--- config.mk ---
export PLATFORM = sky130hd
export DESIGN_NAME = ethmac_check_crc_rx
export DESIGN_NICKNAME = d
export VERILOG_FILES = /design/src/rtl/ethmac_check_crc_rx.sv
export SDC_FILE = /design/constraint.sdc
export NUM_CORES = 1
export LEC_CHECK = 0
export BUFFER_PORTS_ARGS = -buffer_cell sky130_fd_sc_hd__buf_2
export CAP_MARGIN = 20
export CORE_MARGIN = 4
export CORE_UTILIZATION = 25
export CTS_CLUSTER_DIAMETER = 80
export DETAILED_ROUTE_END_ITERATION = 8
export GPL_TIMING_DRIVEN = 0
export MAX_ROUTING_LAYER = met4
export PLACE_DENSITY_LB_ADDON = 0.05
export SLEW_MARGIN = 20
export SYNTH_ARGS = -nofsm -noshare
export SYNTH_HDL_FRONTEND = slang
export SYNTH_SLANG_ARGS = --single-unit
--- constraint.sdc ---
create_clock -name i_clk -period 5.8 [get_ports i_clk]
set_input_delay 0.58 -clock i_clk [delete_from_list [all_inputs] [get_ports i_clk]]
set_output_delay 0.58 -clock i_clk [all_outputs]
set_load 0.01 [all_outputs]
--- src/rtl/ethmac_check_crc_rx.sv ---
// Receive-side CRC-32 checker for the 16-bit MAC RX word stream.
// Checks the 802.3 residue and frame length, and keeps good/bad frame counters.
module ethmac_check_crc_rx #(
    parameter int          MIN_LEN     = 64,
    parameter int          MAX_LEN     = 1518,
    parameter logic [31:0] CRC_RESIDUE = 32'hC704DD7B
) (
    input  logic        i_clk,
    input  logic        i_rst_n,
    input  logic [15:0] i_data,
    input  logic        i_valid,
    input  logic        i_sof,
    input  logic        i_eof,
    input  logic        i_odd,
    input  logic        i_clr_cnt,
    output logic        o_result_valid,
    output logic        o_crc_ok,
    output logic        o_len_err,
    output logic [15:0] o_frame_len,
    output logic        o_seq_err,
    output logic [15:0] o_good_cnt,
    output logic [15:0] o_bad_cnt,
    output logic [31:0] o_crc
);

    localparam logic [31:0] POLY  = 32'h04C11DB7;
    localparam logic [15:0] MIN_L = 16'(MIN_LEN);
    localparam logic [15:0] MAX_L = 16'(MAX_LEN);

    typedef enum logic {IDLE, RUN} state_t;

    // Bytes enter the register LSB first, so each byte is bit-reversed before the MSB-first shift.
    function automatic logic [31:0] crc_byte(input logic [31:0] crc, input logic [7:0] data);
        logic [31:0] c;
        logic [7:0]  d;
        c = crc;
        for (int i = 0; i < 8; i++) d[i] = data[7-i];
        for (int i = 7; i >= 0; i--) begin
            if (c[31] ^ d[i]) c = {c[30:0], 1'b0} ^ POLY;
            else              c = {c[30:0], 1'b0};
        end
        return c;
    endfunction

    function automatic logic [31:0] crc_word(input logic [31:0] crc, input logic [15:0] data);
        return crc_byte(crc_byte(crc, data[15:8]), data[7:0]);
    endfunction

    state_t      state_q, state_d;
    logic [31:0] crc_q, crc_d, crc_in, crc_upd;
    logic [15:0] cnt_q, cnt_d, cnt_base, cnt_sum;
    logic [16:0] cnt_wide;
    logic [1:0]  add_bytes;
    logic        odd_last, accept, verdict, seq_err_d;

    assign odd_last  = i_eof & i_odd;
    assign crc_in    = i_sof ? 32'hFFFFFFFF : crc_q;
    assign crc_upd   = odd_last ? crc_byte(crc_in, i_data[15:8]) : crc_word(crc_in, i_data);
    assign add_bytes = odd_last ? 2'd1 : 2'd2;
    assign cnt_base  = i_sof ? 16'd0 : cnt_q;
    assign cnt_wide  = {1'b0, cnt_base} + {15'd0, add_bytes};
    assign cnt_sum   = cnt_wide[16] ? 16'hFFFF : cnt_wide[15:0];

    // A sof always (re)starts a frame; plain words only count while a frame is open.
    always_comb begin
        state_d   = state_q;
        crc_d     = crc_q;
        cnt_d     = cnt_q;
        verdict   = 1'b0;
        seq_err_d = 1'b0;
        accept    = i_valid & (i_sof | (state_q == RUN));
        case (state_q)
            IDLE:    seq_err_d = i_valid & i_eof & ~i_sof;
            RUN:     seq_err_d = i_valid & i_sof;
            default: seq_err_d = 1'b0;
        endcase
        if (accept) begin
            crc_d   = crc_upd;
            cnt_d   = cnt_sum;
            state_d = i_eof ? IDLE : RUN;
            verdict = i_eof;
        end
    end

    always_ff @(posedge i_clk or negedge i_rst_n) begin
        if (!i_rst_n) begin
            state_q        <= IDLE;
            crc_q          <= 32'hFFFFFFFF;
            cnt_q          <= 16'd0;
            o_result_valid <= 1'b0;
            o_crc_ok       <= 1'b0;
            o_len_err      <= 1'b0;
            o_frame_len    <= 16'd0;
            o_seq_err      <= 1'b0;
        end else begin
            state_q        <= state_d;
            crc_q          <= crc_d;
            cnt_q          <= cnt_d;
            o_result_valid <= verdict;
            o_seq_err      <= seq_err_d;
            if (verdict) begin
                o_crc_ok    <= (crc_d == CRC_RESIDUE);
                o_len_err   <= (cnt_d < MIN_L) || (cnt_d > MAX_L);
                o_frame_len <= cnt_d;
            end
        end
    end

    // Counters follow the registered verdict, so they settle one cycle after o_result_valid.
    always_ff @(posedge i_clk or negedge i_rst_n) begin
        if (!i_rst_n) begin
            o_good_cnt <= 16'd0;
            o_bad_cnt  <= 16'd0;
        end else if (i_clr_cnt) begin
            o_good_cnt <= 16'd0;
            o_bad_cnt  <= 16'd0;
        end else if (o_result_valid) begin
            if (o_crc_ok && !o_len_err) begin
                if (o_good_cnt != 16'hFFFF) o_good_cnt <= o_good_cnt + 16'd1;
            end else begin
                if (o_bad_cnt != 16'hFFFF) o_bad_cnt <= o_bad_cnt + 16'd1;
            end
        end
    end

    assign o_crc = crc_q;

endmodule

After elaboration in Yosys (flattened, before gate mapping)
Index checks and enable logic that the tools add are counted.

Flip-flop bits (word level): 101. Output and inout bits: 84. Word-level logic and storage cells: 102.

Add/sub/neg operators: 3. Magnitude comparators: 2. Eq/ne operators: 4. Mux-type cells: 34. Bitwise gates (word level): 40. Reductions and logical operators: 9.

Operator list (number): two-way mux 27 bit (16); NOT 14 bit (16); two-way mux 16 bit (11); two-way mux 32 bit (3); adder 16 x 1 -> 16 bit (second input constant) (2); == test 32 bit (second input constant) (1); inequality test 16 bit (second input constant) (2); adder 16 x 2 -> 17 bit (1); greater-than comparator 16 x 11 -> 1 bit (second input constant) (1); < comparator 16 x 7 -> 1 bit (second input constant) (1); XOR 1 bit (16); nonzero test 2 bit (4); AND reduction 3 bit (2); AND 1 bit (5); two-way mux 1 bit (2); two-way mux 2 bit (1); inequality test 2 bit (second input constant) (1); NOT 1 bit (2); case mux 1 bit (2 select lines) (1); logical AND 1 bit (1); logical NOT 1 bit (1); logical OR 1 bit (1); bitwise OR 1 bit (1).

Logic depth before layout (Yosys ltp)
Gate-level depths: netlist of run 1.

Depth in word-level cells: 36. Gate-level depth with buffers: 20. Mapped depth without buffers: 13.

Worst setup path after synthesis of run 1
OpenSTA, ideal clock, no wires.

Path type: input-to-reg. From: input port i_sof. To: register o_len_err. Library setup time: 0.126 ns. Arrival time: 4.233 ns. Data required time: 5.674 ns. Setup slack: 1.441 ns. Cell stages on the path: 19. Cells stage by stage: buf_4 -> buf_4 -> buf_2 -> buf_2 -> buf_2 -> buf_1 -> clkbuf_1 -> nor2b_1 -> ha_1 -> fa_1 -> and3_1 -> and3_1 -> nand2_1 -> nor2_1 -> a21oi_1 -> o21ai_0 -> nor3_1 -> nand4b_1 -> o32a_1.

Longest elaborated chain between the ends: 6. Elaborated cells between the ends (all ways): 10. Classes of those cells: add/sub (1); order compare (2); mux (4); bitwise (2); reduce/logical (1).

RTL lines: from (decl) (line 12) `input logic i_sof,`; two-way mux 16 bit (line 60) `assign cnt_base = i_sof ? 16'd0 : cnt_q;`; adder 16 x 2 -> 17 bit (line 61) `assign cnt_wide = {1'b0, cnt_base} + {15'd0, add_bytes};`; two-way mux 16 bit (line 62) `assign cnt_sum = cnt_wide[16] ? 16'hFFFF : cnt_wide[15:0];`; two-way mux 16 bit (*) (line 77) `if (accept) begin`; named net cnt_d[11] (line 51) `logic [15:0] cnt_q, cnt_d, cnt_base, cnt_sum;`; < comparator 16 x 7 -> 1 bit or greater-than comparator 16 x 11 -> 1 bit (tied branches) (line 103) `o_len_err <= (cnt_d < MIN_L) || (cnt_d > MAX_L);`; logical OR 1 bit (*) (line 103); to (signal assigned) (line 103); to (decl) (line 18) `output logic o_len_err,`.

Mark *: on every way through the listed nets, which the timed path passes. The rest lies on a longest branch. A chain may end at the register's enable or synchronous reset.

Final worst setup path of run 1
Same ends and word-level chain as after synthesis.

==> impl_summary.log, run 1 <==
[metrics] via density per instance: 4.818
[metrics] number of maximum-capacitance violations: 0
[metrics] RR Endpoint: o_crc_ok
[metrics] width of the die: 182.9 microns
[metrics] worst-case clock buffer depth: 2
[metrics] Max Clk Rate: 0.1966 GHz
[metrics] Synth cell types: 69
[metrics] async set-or-reset flop fraction in the synthesized netlist: 1.000
[metrics] min Tclk post-route: 5.088 ns
[metrics] Post-Synthesis Mean Instance Area: 9.425 sq um
[metrics] leakage power figure: 4.026 nW
[metrics] via count: 6,341
[metrics] pin count of the biggest net entering global routing: 70
[metrics] cts bufs inserted: 9
[metrics] share of synthesized area occupied by flip-flops and latches: 0.3359
[metrics] pwr dens: 723.1 nW/um^2
[metrics] complex-gate fraction of the synthesized area: 0.1264
[metrics] Critical Path Start Type: input port
[metrics] Remaining DRCs: 0
[metrics] effective utilization at floorplan: 0.2559
[metrics] multiplexer fraction of the synthesized cell area: 0.01129
[metrics] HPWL reported at the end of detailed placement: 22,030 microns
[metrics] Synth Register Bits: 101
[metrics] weighted congestion reported at the end of routability-driven placement: 0.8623
[metrics] synthesized netlist net count: 839
[metrics] number of sinks handled by clock tree synthesis: 101
[metrics] clock insertion delay at the later pin of the skew report: 0.36 ns
[metrics] GR Util All Layers: 0.1779
[metrics] clock root buffer master: sky130_fd_sc_hd__clkbuf_16
[metrics] kind of critical path: input port to flop
[metrics] cts hold-fix bufs: 0
[metrics] Worst-Margin Slew: 0.9908 ns
[metrics] number of antenna diodes: 0
[metrics] IR Drop Worst-Case VDD: 350.4 uV
[metrics] number of nets in the final layout: 949
[metrics] type of destination of the critical path: flop
[metrics] CTS H-tree depth: 3
[metrics] remaining global-route overflow: 0
[metrics] worst-case clock skew: 0.01221 ns
[metrics] Final Hold Fails: 0
[metrics] clock input transition at the sequential cells of the worst setup and hold paths: 0.07 ns
[metrics] standard-cell rows: 63
[metrics] Util after Layout: 0.2995
[metrics] Core Region: 29,870 sq um
[metrics] Chip Height: 182.9 microns
[metrics] post-synthesis simple-gate area fraction: 0.1868
[metrics] full die area: 33,440 sq um
[metrics] number of global-route vias before repair: 6,378
[metrics] number of enable flip-flop cells after synthesis: 0
[metrics] Crit Path Max Fanout: 28
[metrics] layout cell share with drive strength beyond 1: 0.2063
[metrics] largest family of logic cells by synthesized area: XOR/XNOR gates
[metrics] number of fill cells: 3,224
[metrics] setup-violating endpoint count in the final report: 0
[metrics] commonest non-fill, non-tap cells in the layout: 106 x sky130_fd_sc_hd__buf_2, 101 x sky130_fd_sc_hd__nor2_1, 92 x sky130_fd_sc_hd__xnor2_1
[metrics] synthesized-area fraction occupied by adder cells: 0.009167
[metrics] xor/xnor cell area share of the yosys netlist: 0.2974
[metrics] Final ANT Viol Nets: 0
[metrics] Syn. warnings: 0
[metrics] cells on worst reg2reg path: 11
[metrics] portion of the clock cycle consumed by the worst path in the final layout: 0.8772
[metrics] prevailing post-synth register cell: sky130_fd_sc_hd__dfrtp_1
[metrics] setup slack of the most critical reg-to-reg path: 1.29 ns
[metrics] Pre-antenna DRT Iters: 5
[metrics] RR Startpoint: o_crc[30]
[metrics] outcome: finished clean
[metrics] layout overhead on the synthesized area: 17.06%
[metrics] I/O Pins: 107
[metrics] clock tree from TritonCTS: yes
[metrics] total of buffers placed on input and output ports: 100
[metrics] antenna violations before repair: 0
[metrics] Hold WC Path Type: input port to asynchronous set/reset pin
[metrics] worst hold slack across all endpoints: 0.1133 ns
[metrics] Cell Area, Synth: 7644 sq um
[metrics] critical path arrival: 5.32 ns
[metrics] data required time of the worst path: 6.03 ns
[metrics] leading cell type in the layout, fill and taps excluded: sky130_fd_sc_hd__buf_2
[metrics] wire length of the first global-routing pass: 43,630 microns
[metrics] total count of max-transition violations in the final report: 0
[metrics] synthesized netlist cell count: 811
[metrics] Wirelength per Cell: 21.86 microns
[metrics] headroom to the max-slew limit: 0.3224
[metrics] unrepaired setup endpoints after global routing: no
[metrics] detailed router's first-iteration violation count: 498
[metrics] DRT Wirelength: 28,760 microns
per-layer routing:
metal | wire length (microns) | up-vias | track usage
met5 | 0 | - | -
met4 | 355 | 0 | 0.03725
met3 | 825 | 18 | 0.01765
met2 | 13530 | 128 | 0.2830
met1 | 14050 | 3172 | 0.2484
li1 | - | 3023 | -
critical path, cell delays in order:
cell and delay [ns]:
sky130_fd_sc_hd__buf_4 0.16, sky130_fd_sc_hd__buf_4 0.19, sky130_fd_sc_hd__buf_2 0.32, sky130_fd_sc_hd__buf_2 0.34, sky130_fd_sc_hd__buf_2 0.62, sky130_fd_sc_hd__nor2b_1 0.12
sky130_fd_sc_hd__ha_1 0.24, sky130_fd_sc_hd__fa_1 0.50, sky130_fd_sc_hd__and3_1 0.28, sky130_fd_sc_hd__and3_1 0.27, sky130_fd_sc_hd__nand2_1 0.26, sky130_fd_sc_hd__nor2_1 0.21
sky130_fd_sc_hd__a21oi_1 0.18, sky130_fd_sc_hd__o21ai_0 0.22, sky130_fd_sc_hd__nor3_1 0.27, sky130_fd_sc_hd__nand4b_1 0.16, sky130_fd_sc_hd__o32a_1 0.38
worst max path at each step:
stage / from / endpoint / slack (ns) / depth (start not counted)
floorplan: i_sof / o_len_err / 1.44 / 19
global placement: i_sof / o_len_err / -0.60 / 19
detailed placement: i_sof / o_len_err / -0.59 / 19
CTS: i_sof / o_len_err / 0.22 / 18
global route: i_sof / o_len_err / 0.33 / 17
finish: i_sof / o_len_err / 0.71 / 17
logic make-up after synthesis:
| kind of cell | count (synthesis) |
|---|---|
| adders and majority gates | 5 |
| AOI/OAI and AO/OA | 153 |
| xor gates and xnor gates | 191 |
| muxes | 8 |
| DFF | 101 |
| buffers and inverters | 54 |
| and+or+nand+nor | 299 |
through the flow:
step	power (mW)	cell area [sq um]	cells	worst slack (ns)	setup TNS, ns
6_report	6.469	8947	1316	0.7124	0
5_1_grt	6.904	8947	1316	0.3349	0
4_1_cts	6.509	8951	1317	0.2226	0
3_5_place_dp	5.820	8666	1302	-0.5856	-0.6819
3_3_place_gp	5.893	8632	1301	-0.6029	-0.7236
2_1_floorplan	4.642	7644	811	1.441	0
timing repair:
item / 4_1_cts / 5_1_grt
pin swaps: 0 / 0
buffers inserted: 0 / 0
resized for setup: 0 / 0
endpoints found under the setup margin: 1 / 1
synthesized netlist by cell type, drive strengths merged, types with 8 or more instances:
| library cell | n | area, sq um |
|---|---|---|
| dfstp | 32 | 840.8 |
| xor3 | 8 | 192.7 |
| nand3 | 16 | 80.08 |
| and3 | 13 | 81.33 |
| inv | 9 | 33.78 |
| clkbuf | 25 | 93.84 |
| nand4 | 14 | 87.58 |
| xnor2 | 99 | 919.6 |
| nor2b | 10 | 62.56 |
| xor2 | 56 | 528.0 |
| nand2 | 78 | 292.8 |
| xnor3 | 28 | 633.1 |
| nor3 | 14 | 70.07 |
| nor2 | 103 | 391.6 |
| a21oi | 36 | 180.2 |
| dfrtp | 69 | 1727 |
| a21o | 8 | 60.06 |
| or3 | 11 | 68.82 |
| o21ai | 51 | 255.2 |
| buf | 20 | 125.1 |
layout make-up:
type                    count  area [sq um]  area share
plain buffers              43         211.5     0.02363
well taps                 390         488.0     0.05454
clock buffers              10         239.0     0.02671
clock inverters             6         50.05    0.005594
multi-input cells         656          4823      0.5391
inverters                   9         33.78    0.003776
repair buffers            101         534.3     0.05971
flip-flops and latches    101          2567      0.2870
flip-flops by register name, summed over array words and instances, names as in the netlist:
name,cells
o_seq_err,1
o_frame_len,16
state_q,1
cnt_q,16
o_result_valid,1
o_crc,32
o_crc_ok,1
o_len_err,1
o_good_cnt,16
o_bad_cnt,16
power by group:
part / switching [mW] / internal (mW)
combinational: 2.40 / 2.32
clock: 0.308 / 0.311
sequential: 0.185 / 0.945
total: 2.89 / 3.58
Note: power is estimated with default switching activity, not from simulation.
==> inputs of run 2 (changes only) <==
- ABC_AREA: not set -> 1
==> impl_summary.log, run 2 <==
[metrics] outcome: finished clean
[metrics] total internal power: 2.040 mW
[metrics] Synth Register Bits: 101
[metrics] pwr dens: 462.3 nW/um^2
[metrics] data required time of the worst path: 6.11 ns
[metrics] total count of max-transition violations in the final report: 0
[metrics] setup-violating endpoint count in the final report: 0
[metrics] Wirelength per Cell: 18.77 microns
[metrics] width of the die: 189 microns
[metrics] post-cts resize count: 0
[metrics] critical path arrival: 4.77 ns
[metrics] placed cell count: 1,864
[metrics] DRT Wirelength: 35,310 microns
[metrics] detailed router's first-iteration violation count: 544
[metrics] buffers and inverters on the worst path: 6
[metrics] pin count of the biggest net entering global routing: 54
[metrics] Core Region: 32,450 sq um
[metrics] cell family with the largest share of critical-path delay: simple AND/OR/NAND/NOR gates
[metrics] commonest non-fill, non-tap cells in the layout: 449 x sky130_fd_sc_hd__nand2_1, 160 x sky130_fd_sc_hd__inv_1, 154 x sky130_fd_sc_hd__nand3_1
[metrics] Hold WC Path Type: input port to asynchronous set/reset pin
[metrics] prevailing post-synth register cell: sky130_fd_sc_hd__dfrtp_1
[metrics] share of synthesized area occupied by flip-flops and latches: 0.3135
[metrics] biggest area contributors in the synthesized netlist: sky130_fd_sc_hd__dfrtp_1 21%, sky130_fd_sc_hd__nand2_1 21%, sky130_fd_sc_hd__dfstp_2 10%
[metrics] number of cells in the finished layout apart from fillers: 1,881
[metrics] final cell area excluding filler cells: 9604 sq um
[metrics] cts bufs inserted: 9
[metrics] number of enable flip-flop cells after synthesis: 0
[metrics] antenna violations before repair: 1
[metrics] synthesized netlist net count: 1,343
[metrics] type of destination of the critical path: flop
[metrics] layout overhead on the synthesized area: 17.26%
[metrics] Worst-Margin Slew: 0.9876 ns
[metrics] GR Util All Layers: 0.2027
[metrics] Comb power frac: 0.600
[metrics] most numerous cell in the Yosys netlist: sky130_fd_sc_hd__nand2_1
[metrics] portion of the clock cycle consumed by the worst path in the final layout: 0.7685
[metrics] synthesized netlist cell count: 1,315
[metrics] Post-Synthesis Mean Instance Area: 6.228 sq um
[metrics] number of nets in the final layout: 1,461
[metrics] weighted congestion reported at the end of routability-driven placement: 0.9032
[metrics] Chip Height: 189 microns
[metrics] summed negative setup slack over all endpoints: 0 ns
[metrics] wire length of the first global-routing pass: 53,120 microns
[metrics] Worst path most repeated cell: sky130_fd_sc_hd__nand2_1
[metrics] async set-or-reset flop fraction in the synthesized netlist: 1.000
[metrics] largest stage delay on the critical path: 0.45 ns
[metrics] standard-cell rows: 66
[metrics] fraction of power spent switching nets: 0.5405
[metrics] Crit Path Max Fanout: 10
[metrics] worst-case clock skew: 0.01378 ns
[metrics] top-area cell type share of the netlist area: 0.2108
[metrics] CTS H-tree depth: 3
[metrics] leading cell type in the layout, fill and taps excluded: sky130_fd_sc_hd__nand2_1
[metrics] Max Clk Rate: 0.2244 GHz
[metrics] post-layout worst setup margin: 1.343 ns
[metrics] kind of critical path: input port to flop
[metrics] reported net switching power: 2.400 mW
[metrics] instance area after placement: 9308 sq um
[metrics] Final ANT Viol Nets: 0
[metrics] max reg flops: 32
[metrics] Synth cell types: 48
[metrics] cts hold-fix bufs: 0
[metrics] worst-case clock buffer depth: 2
[metrics] Remaining DRCs: 0
[metrics] clock input transition at the sequential cells of the worst setup and hold paths: 0.08 ns
[metrics] number of sinks handled by clock tree synthesis: 101
[metrics] number of global-route vias before repair: 8,611
[metrics] full die area: 35,720 sq um
[metrics] Final Hold Fails: 0
[metrics] via density per instance: 4.729
[metrics] total power: 4.440 mW
[metrics] pre-CTS setup slack: 0.8563 ns
[metrics] remaining global-route overflow: 0
[metrics] clock root buffer master: sky130_fd_sc_hd__clkbuf_16
[metrics] IR Drop Worst-Case VDD: 128.3 uV
[metrics] number of maximum-capacitance violations: 0
[metrics] min Tclk post-route: 4.457 ns
[metrics] top cell type by total area after synthesis: sky130_fd_sc_hd__dfrtp_1
[metrics] via count: 8,895
[metrics] worst path cell trace: buf_2 > buf_6 > buf_6 > buf_2 > buf_1 > nor2_1 > ha_1 > fa_1 > nand2_1 > nor2_1 > nand2_1 > inv_1 > nand4_1 > nor2_1 > nand2_1 > o21ai_0 > nand2_1 > o21ai_0 > nor3_1 > nand3_1 > nand4_1 > o21ai_0 > nand2_1
[metrics] proportion of power drawn by the clock network: 0.146
[metrics] leakage power figure: 5.111 nW
[metrics] most used standard cells in the synthesized netlist: 449 x sky130_fd_sc_hd__nand2_1, 160 x sky130_fd_sc_hd__inv_1, 154 x sky130_fd_sc_hd__nand3_1
[metrics] clock insertion delay at the later pin of the skew report: 0.37 ns
[metrics] proportion of power drawn by flip-flops and latches: 0.254
[metrics] Syn. warnings: 0
[metrics] headroom to the max-slew limit: 0.3416
[metrics] HPWL reported at the end of detailed placement: 28,030 microns
[metrics] Cell Area, Synth: 8190 sq um
[metrics] clock tree from TritonCTS: yes
[metrics] total of buffers placed on input and output ports: 106
[metrics] Critical Path Start Type: input port
[metrics] I/O Pins: 107
[metrics] beginning of the critical path: i_sof
[metrics] RR Startpoint: state_q
[metrics] Pre-antenna DRT Iters: 7
[metrics] effective utilization at floorplan: 0.2524
[metrics] cell type of the slowest stage on the worst timing path: sky130_fd_sc_hd__buf_1
[metrics] unrepaired setup endpoints after global routing: no
[metrics] layout cell share with drive strength beyond 1: 0.1752
[metrics] buffers inserted during post-CTS setup optimization: 0
==> run 2: layer usage <==
layer | track usage | vias to the layer above | share of wire
li1 | - | 4432 | -
met1 | 0.2630 | 4199 | 0.45
met2 | 0.3338 | 224 | 0.47
met3 | 0.02858 | 40 | 0.050
met4 | 0.05381 | 0 | 0.023
met5 | - | - | 0
==> run 2: through the flow <==
step / hold slack, ns / utilization
6_report: 0.1656 / 0.2959
5_1_grt: 0.1967 / 0.2959
4_1_cts: 0.1988 / 0.2959
3_5_place_dp: 0.4590 / 0.2868
3_3_place_gp: 0.4582 / 0.2858
2_1_floorplan: 0.2844 / -
==> run 2: kinds of logic after synthesis <==
family                   count (synthesis)  share of synthesized area
AND/OR/NAND/NOR                        841                     0.4571
buffers and inverters                  200                    0.09762
AO/OA/AOI/OAI                          141                    0.09441
flip-flops                             101                     0.3135
XOR/XNOR                                27                    0.02887
adder cells (fa/ha/maj)                  5                   0.008555
==> run 2: final cells by class <==
cell class,instances,area (sq um)
inverter,171,644.4
sequential,101,2567
fill,3694,22850
clock inverter,6,55.05
multi-input combinational,1014,4823
timing repair buffer,107,564.3
clock buffer,10,239.0
buffer,29,155.1
antenna,1,2.502
tap,442,553.0
==> run 2: path summary, 6_finish.rpt <==
path	endpoint	slack [ns]	cells past startpoint
setup / recovery	o_len_err	1.34	23
hold / removal	o_bad_cnt[13]	0.17	1
setup reg to reg	o_crc_ok	2.14	11
hold reg to reg	o_frame_len[2]	0.47	2
max in group asynchronous	cnt_q[8]	4.96	2
min in group i_clk	o_frame_len[2]	0.47	2
==> run 2: power groups by stage <==
stage	registers, mW	clock network, mW	logic, mW
2_1_floorplan	1.13	0	1.69
3_3_place_gp	1.15	0	2.65
3_5_place_dp	1.15	0	2.65
5_1_grt	1.16	0.701	2.97
4_1_cts	1.14	0.668	2.66
6_report	1.13	0.650	2.66
==> inputs of run 3 (changes only) <==
- clock period: 5.8 -> 3.7 ns (I/O delays scaled with it)
==> impl_summary.log, run 3 (synthesized netlist as in run 2, its figures left out) <==
[metrics] outcome: finished clean
[metrics] commonest non-fill, non-tap cells in the layout: 444 x sky130_fd_sc_hd__nand2_1, 160 x sky130_fd_sc_hd__inv_1, 154 x sky130_fd_sc_hd__nand3_1
[metrics] clock tree from TritonCTS: yes
[metrics] clock root buffer master: sky130_fd_sc_hd__clkbuf_16
[metrics] I/O Pins: 107
[metrics] Util after Layout: 0.2977
[metrics] number of nets in the final layout: 1,459
[metrics] Comb power frac: 0.601
[metrics] final cell area excluding filler cells: 9661 sq um
[metrics] RR Startpoint: state_q
[metrics] IR Drop Worst-Case VDD: 194.8 uV
[metrics] layout cell share with drive strength beyond 1: 0.1838
[metrics] buffers inserted during post-CTS setup optimization: 0
[metrics] remaining global-route overflow: 0
[metrics] GR Util All Layers: 0.2015
[metrics] Final ANT Viol Nets: 0
[metrics] clock insertion delay at the later pin of the skew report: 0.37 ns
[metrics] width of the die: 189 microns
[metrics] Wirelength per Cell: 18.70 microns
[metrics] worst-case clock buffer depth: 2
[metrics] data required time of the worst path: 3.97 ns
[metrics] Worst Hold Depth: 3
[metrics] pin count of the biggest net entering global routing: 54
[metrics] total power: 6.961 mW
[metrics] HPWL reported at the end of detailed placement: 28,030 microns
[metrics] via density per instance: 4.692
[metrics] largest stage delay on the critical path: 0.60 ns
[metrics] cell family with the largest share of critical-path delay: buffers and inverters
[metrics] effective utilization at floorplan: 0.2524
[metrics] RR Endpoint: o_crc_ok
[metrics] cells on worst reg2reg path: 10
[metrics] critical path arrival: 3.73 ns
[metrics] hold-critical path endpoint: o_seq_err
[metrics] setup slack of the most critical reg-to-reg path: 0.23 ns
[metrics] Chip Height: 189 microns
[metrics] leakage power figure: 5.132 nW
[metrics] number of sinks handled by clock tree synthesis: 101
[metrics] cell type of the slowest stage on the worst timing path: sky130_fd_sc_hd__a21oi_1
[metrics] Critical Path Start Type: flop
[metrics] leading cell type in the layout, fill and taps excluded: sky130_fd_sc_hd__nand2_1
[metrics] type of destination of the critical path: flop
[metrics] standard-cell rows: 66
[metrics] Hold WC Path Type: input port to flop
[metrics] cts bufs inserted: 9
[metrics] number of global-route vias before repair: 8,594
[metrics] CTS H-tree depth: 3
[metrics] reported net switching power: 3.756 mW
[metrics] instance area after placement: 9308 sq um
[metrics] setup-violating endpoint count in the final report: 0
[metrics] min Tclk post-route: 3.467 ns
[metrics] Core Region: 32,450 sq um
[metrics] total internal power: 3.205 mW
[metrics] headroom to the max-slew limit: 0.3682
[metrics] kind of critical path: flop to flop
[metrics] detailed router's first-iteration violation count: 558
[metrics] Pre-antenna DRT Iters: 5
[metrics] buffers and inverters on the worst path: 4
[metrics] portion of the clock cycle consumed by the worst path in the final layout: 0.9370
[metrics] number of maximum-capacitance violations: 0
[metrics] proportion of power drawn by flip-flops and latches: 0.254
[metrics] total count of max-transition violations in the final report: 0
[metrics] weighted congestion reported at the end of routability-driven placement: 0.9032
[metrics] full die area: 35,720 sq um
[metrics] Worst-Margin Slew: 0.9477 ns
[metrics] antenna violations before repair: 1
[metrics] layout overhead on the synthesized area: 17.95%
[metrics] Crit Path Max Fanout: 10
[metrics] Final Hold Fails: 0
[metrics] proportion of power drawn by the clock network: 0.145
[metrics] origin of the worst min-delay path: i_valid
[metrics] worst-case clock skew: 0.009547 ns
[metrics] Remaining DRCs: 0
[metrics] clock input transition at the sequential cells of the worst setup and hold paths: 0.08 ns
[metrics] wire length of the first global-routing pass: 52,900 microns
[metrics] Max Clk Rate: 0.2884 GHz
[metrics] pwr dens: 720.6 nW/um^2
[metrics] worst path cell trace: inv_1 > a21oi_1 > clkbuf_1 > clkbuf_1 > clkbuf_2 > nor2_1 > a21oi_1 > nor2_1 > nand3_1 > nand2_1
[metrics] max reg flops: 32
[metrics] total of buffers placed on input and output ports: 106
[metrics] DRT Wirelength: 35,130 microns
[metrics] via count: 8,816
[metrics] fraction of power spent switching nets: 0.5395
## run 3: cell types whose count changed in the layout (fill, tap and decap cells not counted), sizes merged
cell,change
dlygate4sd3,+1
clkbuf,-1
buf,-2
## run 3: how the worst max path moves through the flow
| stage | from | end | slack, ns | depth (start not counted) |
|---|---|---|---|---|
| 3_5_place_dp | i_eof | o_len_err | -1.03 | 18 |
| 2_1_floorplan | i_sof | o_len_err | 0.50 | 20 |
| 5_1_grt | i_sof | o_len_err | -0.0003 | 21 |
| 3_3_place_gp | i_eof | o_len_err | -1.18 | 18 |
| 4_1_cts | i_eof | o_len_err | 0.05 | 18 |
| 6_report | state_q | o_crc_ok | 0.23 | 10 |
## run 3: final cells by class
type | instances | area, sq um
diodes | 1 | 2.502
plain buffers | 26 | 151.4
clock buffers | 10 | 239.0
clock inverters | 6 | 55.05
fillers | 3697 | 22790
inverters | 171 | 649.4
multi-input cells | 1014 | 4868
flip-flops and latches | 101 | 2567
well taps | 442 | 553.0
repair buffers | 108 | 574.3
## run 3: worst reg2reg max path, cell delays in order (launching register included)
cell,delay [ns]
sky130_fd_sc_hd__dfrtp_1,0.35
sky130_fd_sc_hd__inv_1,0.07
sky130_fd_sc_hd__a21oi_1,0.60
sky130_fd_sc_hd__clkbuf_1,0.43
sky130_fd_sc_hd__clkbuf_1,0.60
sky130_fd_sc_hd__clkbuf_2,0.49
sky130_fd_sc_hd__nor2_1,0.09
sky130_fd_sc_hd__a21oi_1,0.43
sky130_fd_sc_hd__nor2_1,0.11
sky130_fd_sc_hd__nand3_1,0.14
sky130_fd_sc_hd__nand2_1,0.06
## run 3: metal layers
layer  vias up  part of all wire  wire length (microns)  global-route usage
met2       173              0.48                  16720              0.3310
met4         0             0.021                    740             0.05437
met3        31             0.044                   1534             0.02968
met5         -                 0                      0                   -
met1      4182              0.46                  16140              0.2609
li1       4430                 -                      -                   -
## run 3: metrics by stage
stage	std cells	hold WS, ns	TNS (ns)	setup WS [ns]
after floorplan	1315	0.07441	0	0.4958
after global placement	1863	0.4582	-15.66	-1.182
after detailed placement	1864	0.3971	-12.41	-1.034
after CTS	1878	0.3181	0	0.05371
after global routing	1879	0.3318	-0.0003397	-0.0003397
final	1879	0.3098	0	0.2331
## run 3: what timing repair did
action,in CTS,in global routing
endpoints found under the hold margin,11,0
pin swaps,0,1
endpoints found under the setup margin,14,2
gates resized for setup,6,15
cloned,0,0
hold buffers,1,0
## run 3: power by group through the flow
| stage | combinational, mW | sequential (mW) | clock [mW] |
|---|---|---|---|
| CTS | 4.17 | 1.79 | 1.05 |
| finish | 4.18 | 1.77 | 1.01 |
| detailed placement | 4.15 | 1.80 | 0 |
| global route | 4.66 | 1.81 | 1.10 |
| global placement | 4.15 | 1.80 | 0 |
| floorplan | 2.66 | 1.77 | 0 |
